`src/rtl/spi_serf.sv`:
```
// SPI mode-3 subordinate: oversamples SS_n/SCLK/MOSI on clk, shifts one
// full-duplex 16-bit frame per SS_n-low window and flags short/long frames.
module spi_serf (
  input  logic        clk,
  input  logic        rst_n,
  input  logic        SS_n,
  input  logic        SCLK,
  input  logic        MOSI,
  output logic        MISO,
  input  logic [15:0] tx_data,
  input  logic        wrt,
  input  logic        clr_rdy,
  output logic [15:0] rx_data,
  output logic        rdy,
  output logic        err
);

  localparam int unsigned FRAME_W = 16;
  localparam int unsigned CNT_W   = 5;
  localparam int unsigned CNT_MAX = FRAME_W + 1;

  typedef enum logic {
    IDLE  = 1'b0,
    SHIFT = 1'b1
  } state_t;

  state_t             r_state;
  state_t             w_state_nxt;

  logic               r_ss_ff1, r_ss_ff2, r_ss_ff3;
  logic               r_sclk_ff1, r_sclk_ff2, r_sclk_ff3;
  logic               r_mosi_ff1, r_mosi_ff2, r_mosi_ff3;

  logic [FRAME_W-1:0] r_tx_buf, w_tx_buf_nxt;
  logic [FRAME_W-1:0] r_shft, w_shft_nxt;
  logic [CNT_W-1:0]   r_bit_cnt, w_bit_cnt_nxt;
  logic [FRAME_W-1:0] r_rx_data, w_rx_data_nxt;
  logic               r_rdy, w_rdy_nxt;
  logic               r_err, w_err_nxt;
  logic               r_miso, w_miso_nxt;

  logic               w_sclk_rise;
  logic               w_ss_fall;
  logic               w_ss_rise;

  // Three-flop synchronizers; ff3 only feeds edge detection and the shift input
  always_ff @(posedge clk or negedge rst_n) begin
    if (!rst_n) begin
      r_ss_ff1   <= 1'b1;
      r_ss_ff2   <= 1'b1;
      r_ss_ff3   <= 1'b1;
      r_sclk_ff1 <= 1'b1;
      r_sclk_ff2 <= 1'b1;
      r_sclk_ff3 <= 1'b1;
      r_mosi_ff1 <= 1'b0;
      r_mosi_ff2 <= 1'b0;
      r_mosi_ff3 <= 1'b0;
    end else begin
      r_ss_ff1   <= SS_n;
      r_ss_ff2   <= r_ss_ff1;
      r_ss_ff3   <= r_ss_ff2;
      r_sclk_ff1 <= SCLK;
      r_sclk_ff2 <= r_sclk_ff1;
      r_sclk_ff3 <= r_sclk_ff2;
      r_mosi_ff1 <= MOSI;
      r_mosi_ff2 <= r_mosi_ff1;
      r_mosi_ff3 <= r_mosi_ff2;
    end
  end

  assign w_sclk_rise = r_sclk_ff2 & ~r_sclk_ff3;
  assign w_ss_fall   = ~r_ss_ff2 & r_ss_ff3;
  assign w_ss_rise   = r_ss_ff2 & ~r_ss_ff3;

  // State and datapath registers
  always_ff @(posedge clk or negedge rst_n) begin
    if (!rst_n) begin
      r_state   <= IDLE;
      r_tx_buf  <= '0;
      r_shft    <= '0;
      r_bit_cnt <= '0;
      r_rx_data <= '0;
      r_rdy     <= 1'b0;
      r_err     <= 1'b0;
      r_miso    <= 1'b0;
    end else begin
      r_state   <= w_state_nxt;
      r_tx_buf  <= w_tx_buf_nxt;
      r_shft    <= w_shft_nxt;
      r_bit_cnt <= w_bit_cnt_nxt;
      r_rx_data <= w_rx_data_nxt;
      r_rdy     <= w_rdy_nxt;
      r_err     <= w_err_nxt;
      r_miso    <= w_miso_nxt;
    end
  end

  // Next-state and datapath decode; ss_rise wins over a coincident sclk_rise
  always_comb begin
    w_state_nxt   = r_state;
    w_tx_buf_nxt  = wrt ? tx_data : r_tx_buf;
    w_shft_nxt    = r_shft;
    w_bit_cnt_nxt = r_bit_cnt;
    w_rx_data_nxt = r_rx_data;
    w_rdy_nxt     = r_rdy;
    w_err_nxt     = 1'b0;

    if (clr_rdy || w_ss_fall) begin
      w_rdy_nxt = 1'b0;
    end

    case (r_state)
      IDLE: begin
        if (w_ss_fall) begin
          w_shft_nxt    = wrt ? tx_data : r_tx_buf;
          w_bit_cnt_nxt = '0;
          w_state_nxt   = SHIFT;
        end
      end
      SHIFT: begin
        if (w_ss_rise) begin
          w_state_nxt = IDLE;
          if (r_bit_cnt == CNT_W'(FRAME_W)) begin
            w_rx_data_nxt = r_shft;
            w_rdy_nxt     = 1'b1;
          end else begin
            w_err_nxt = 1'b1;
          end
        end else if (w_sclk_rise) begin
          w_shft_nxt = {r_shft[FRAME_W-2:0], r_mosi_ff3};
          if (r_bit_cnt != CNT_W'(CNT_MAX)) begin
            w_bit_cnt_nxt = r_bit_cnt + CNT_W'(1);
          end
        end
      end
    endcase

    // Registered copy of shft[15] gated by the synchronized select
    w_miso_nxt = ~r_ss_ff1 & w_shft_nxt[FRAME_W-1];
  end

  assign MISO    = r_miso;
  assign rx_data = r_rx_data;
  assign rdy     = r_rdy;
  assign err     = r_err;

endmodule

```
`config.mk`:
```
export PLATFORM = sky130hd
export DESIGN_NAME = spi_serf
export DESIGN_NICKNAME = d
export VERILOG_FILES = /design/src/rtl/spi_serf.sv
export SDC_FILE = /design/constraint.sdc
export NUM_CORES = 1
export LEC_CHECK = 0
export BUFFER_PORTS_ARGS = -buffer_cell sky130_fd_sc_hd__buf_2
export CAP_MARGIN = 20
export CORE_MARGIN = 3
export CORE_UTILIZATION = 50
export DETAILED_ROUTE_END_ITERATION = 7
export GPL_TIMING_DRIVEN = 0
export PLACE_DENSITY = 0.78
export SLEW_MARGIN = 20
export SYNTH_ARGS = -nofsm -noshare
export SYNTH_HDL_FRONTEND = slang
export SYNTH_SLANG_ARGS = --single-unit
```
`constraint.sdc`:
```
create_clock -name clk -period 2 [get_ports clk]
set_input_delay 0.2 -clock clk [delete_from_list [all_inputs] [get_ports clk]]
set_output_delay 0.2 -clock clk [all_outputs]
set_load 0.01 [all_outputs]
```
# == Yosys cells after proc, flatten, opt, wreduce, memory -nomap -nowiden ==
# Index checks and enable logic that the tools add are counted.
# word_totals
reg_bits,66
latch_bits,0
ram_bits,0
romBits,0
input_bits,23
out_inout_bits,19
elab_cells,58
n_memories,0
# op_classes
n_addsub,1
n_mul,0
div,0
n_lt_le_gt_ge,0
n_eq_ne,6
shift,0
n_mux,20
bitwise,9
reduce_logical,4
# ops
cell,n
two-way mux 16 bit,4
one-hot mux 16 bit (2 select lines),1
two-way mux 5 bit,4
one-hot mux 5 bit (2 select lines),1
two-way mux 1 bit,9
AND reduction 3 bit,2
adder 5 x 1 -> 5 bit (second input constant),1
== test 5 bit (second input constant),1
inequality test 5 bit (second input constant),1
inverter 1 bit,5
AND 1 bit,4
inequality test 2 x 1 -> 1 bit (second input constant),2
inequality test 2 bit (second input constant),2
AND reduction 4 bit,1
one-hot mux 1 bit (2 select lines),1
logical OR 1 bit,1

# == Longest topological paths before layout ==
# logic_depth
depth_word,7
ltp_mapped,6
depth_no_buf,5

# == Worst setup path after synthesis ==
# Ideal clock, no wire load.
# synth_timing
path_kind,register to register
start,register r_bit_cnt[0]
end,register r_rx_data[0] (netlist: rx_data[0])
setup_ps,125
t_arrival_ps,1429
required_time_ps,1875
path_slack_ps,446
path_stages_with_launch,7
path_buffers,1
period_less_slack_ps,1554
path_cell_list,dfrtp_1 -> inv_1 -> ha_1 -> and3_2 -> nand3_4 -> buf_6 -> mux2_4
# synth_via
elab_chain_cells,2
# synth_lines
element,line,source
from (decl),36,"logic [CNT_W-1:0] r_bit_cnt, w_bit_cnt_nxt;"
from (signal assigned),90,r_bit_cnt <= w_bit_cnt_nxt;
== test 5 bit,123,if (r_bit_cnt == CNT_W'(FRAME_W)) begin
AND reduction 3 bit (no line),--,
to (signal assigned),91,r_rx_data <= w_rx_data_nxt;
to (decl),37,"logic [FRAME_W-1:0] r_rx_data, w_rx_data_nxt;"
# No other way between the ends.
# A chain may end at the register's enable or synchronous reset.

# == Worst setup path after layout ==
# layout_timing
start,register r_bit_cnt[0]
end,register r_rx_data[14] (netlist: rx_data[14])
# The elaborated chain is that of the path after synthesis.

==> flow_metrics.env <==
export IMPL_status="complete, no violations"
export IMPL_first_global_vias=1626
export IMPL_finalSetupTns_ns=0
export IMPL_clkSinkCount=66
export IMPL_clk_pin_slew_ns=0.08
export IMPL_nets=270
export IMPL_vias=1641
export IMPL_drcViolationCount=0
export IMPL_top_usage_layer="met2"
export IMPL_drtIter0Drc=95
export IMPL_dpl_hpwl_um=3360
export IMPL_postSynthCellCount=188
export IMPL_synth_edff_count=0
export IMPL_clock_latency_ns=0.34
export IMPL_cts_buffer_depth=2
export IMPL_min_period_over_period_pct=85.5
export IMPL_min_from="tx_data[8]"
export IMPL_peakVddDrop_mv=0.426
export IMPL_syn_to_final_growth_pct=19.2
export IMPL_yosysTopAreaCell="dfrtp_1"
export IMPL_final_cell_mix="dfrtp_1 (60), buf_2 (40), mux2_2 (16), mux2_4 (16), a221o_1 (15)"
export IMPL_worstPathArrival_ns=1.93
export IMPL_n_antenna_cell=0
export IMPL_r2r_slack_ns=0.29
export IMPL_end_kind="register"
export IMPL_grt_pass1_wl_um=8040
export IMPL_antenna_left=0
export IMPL_fmax_mhz=585
export IMPL_setup_worst_path_start_class="register"
export IMPL_place_area_um2=3080
export IMPL_fin_crit_ns=1.71
export IMPL_synth_main_ff_cell="dfrtp_1"
export IMPL_min_path_cells=2
export IMPL_htreeDepth=3
export IMPL_vias_per_cell=5.14
export IMPL_r2r_cells=6
export IMPL_slew_viol_final=0
export IMPL_synth_cell_types=37
export IMPL_die_y_um=80.3
export IMPL_ctsResizeCount=0
export IMPL_grt_use_met3_pct=4.37
export IMPL_placementRows=26
export IMPL_maxSlewHeadroom_pct=74.7
export IMPL_final_common_cell="dfrtp_1"
export IMPL_ys_seq_area_share_pct=60.1
export IMPL_crit_family="flip-flops"
export IMPL_tightestPinTransition_ns=0.380
export IMPL_worstPathCellList="inv_1 > ha_1 > and3_2 > nand3_4 > buf_6 > mux2_4"
export IMPL_ioPinCount=42
export IMPL_crit_required_ns=2.22
export IMPL_dieArea_um2=6440
export IMPL_synth_async_reset_ratio_pct=100
export IMPL_cap_violations=0
export IMPL_r2r_start="r_bit_cnt[0]"
export IMPL_ys_warn_count=0
export IMPL_place_congestion=0.804
export IMPL_powerDensity_nw_per_um2=909
export IMPL_cp_slowest_cell="dfrtp_1"
export IMPL_synth_area_leaders="dfrtp_1 (54%), mux2_4 (8.7%), mux2_2 (6.5%), dfstp_2 (5.7%), a221o_1 (5.4%)"
export IMPL_core_um2=5240
export IMPL_r2r_end="rx_data[14]"
export IMPL_crit_type="register to register"
export IMPL_synth_top_cell_area_share_pct=54.4
export IMPL_grt_util_met1_pct=22.4
export IMPL_finalSetupViolCount=0
export IMPL_p_leak_nw=1.62
export IMPL_use_met2_pct=25.3
export IMPL_cts_tree="built"
export IMPL_skew_ns=0.0116
export IMPL_hold_viol=0
export IMPL_die_w_um=80.3
export IMPL_wl_per_cell_um=14.9
export IMPL_start_util_pct=52.7
export IMPL_track_usage_pct=17.0
export IMPL_portBuffers=40
export IMPL_cts_buffers=9
export IMPL_layout_drive_gt1_share_pct=43.4
export IMPL_cp_max_fo=10
export IMPL_avgSynthCellArea_um2=14.7
export IMPL_firstDrtPassIters=4
export IMPL_hold_path_class="input port to register"
export IMPL_synth_nets=214
export IMPL_final_cells=319
export IMPL_grt_max_degree=48
export IMPL_synth_seq_cells=66
export IMPL_finalWirelength_um=4770
export IMPL_root_buffer="clkbuf_8"
export IMPL_max_stage_delay_ns=0.44
export IMPL_path_buf_inv=2
export IMPL_antenna_found_initial=0
export IMPL_netlist_area_um2=2760
export IMPL_placed_cells=299
export IMPL_min_to="r_tx_buf[8]"
export IMPL_rsz0062_at_grt="no"
export IMPL_gr_total_overflow=0
export IMPL_fin_area_um2=3290
[registers in the layout, summed over array words and instances (netlist names), 5 cells and up]
register and count:
r_tx_buf 16, rx_data 16, r_bit_cnt 5, r_shft 16
[worst max-delay path by stage]
stage,from,endpoint,slack (ns),cells after the start
floorplan,r_bit_cnt[0],rx_data[0],0.45,6
global placement,r_bit_cnt[0],rx_data[0],0.33,6
detailed placement,r_bit_cnt[0],rx_data[14],0.30,6
CTS,r_bit_cnt[0],rx_data[14],0.29,6
global route,r_bit_cnt[0],rx_data[4],0.22,6
finish,r_bit_cnt[0],rx_data[14],0.29,6
[synthesized netlist by cell type (2+ instances only)]
| library cell | count |
|---|---|
| inv_1 | 3 |
| dfstp_2 | 6 |
| nand3_1 | 8 |
| nand2_1 | 7 |
| ha_1 | 3 |
| buf_6 | 6 |
| nor2b_1 | 2 |
| nand2b_1 | 2 |
| mux2_4 | 16 |
| dfrtp_1 | 60 |
| nor2_1 | 4 |
| mux2_2 | 16 |
| and2_1 | 14 |
| o21ai_0 | 3 |
| a221o_1 | 15 |
| a32o_1 | 2 |
[worst register-to-register path, delay by kind of cell (launching register included)]
kind,cells,cell delay [ns]
mux,1,0.32
fa+ha+maj,1,0.20
flops,1,0.44
simple gates,2,0.38
buf+inv,2,0.28
[cells by family (layout without fill, tap and decap cells)]
family                   after synthesis  count (layout)  synth area share, %
flip-flops                            66              66                 60.1
AND/OR/NAND/NOR                       49              49                 11.2
multiplexers                          32              32                 15.2
AO/OA/AOI/OAI                         26              26                 8.66
buffers and inverters                 12              73                 3.36
adder cells (fa/ha/maj)                3               3                 1.36
[through the flow]
stage | worst slack [ns] | power, mW | hold slack, ns | util (%)
final | 0.290 | 2.99 | 0.0987 | 62.8
after global routing | 0.224 | 3.14 | 0.0854 | 62.8
after CTS | 0.289 | 3.01 | 0.0896 | 62.8
after detailed placement | 0.305 | 2.03 | 0.0968 | 58.7
after global placement | 0.329 | 2.00 | 0.305 | 58.2
after floorplan | 0.446 | 1.88 | -0.0956 | -
[power by group]
| group | switching [mW] | total, mW | leakage (nW) | internal (mW) |
|---|---|---|---|---|
| Sequential | 0.131 | 1.63 | 0.829 | 1.50 |
| Combinational | 0.164 | 0.373 | 0.714 | 0.209 |
| Clock | 0.503 | 0.985 | 0.0786 | 0.482 |
[final cells by class]
cell class	count	area, um2
repair buffers	45	270
fillers	401	1950
clock inverters	4	27.5
multi-input cells	110	1010
well taps	70	87.6
plain buffers	9	81.3
flip-flops and latches	66	1660
clock buffers	12	145
inverters	3	11.3
[layer usage]
layer  vias to the layer above  wire length (um)
met5                         -                 0
met4                         0               121
met3                        11               174
met2                        32              2250
met1                       805              2220
li1                        793                 -
[timing repair]
action,4_1_cts,5_1_grt
hold buffers,4,0
setup buffers,0,0
hold endpoints to repair,19,0
No activity file was read; power rests on OpenSTA's default activity.
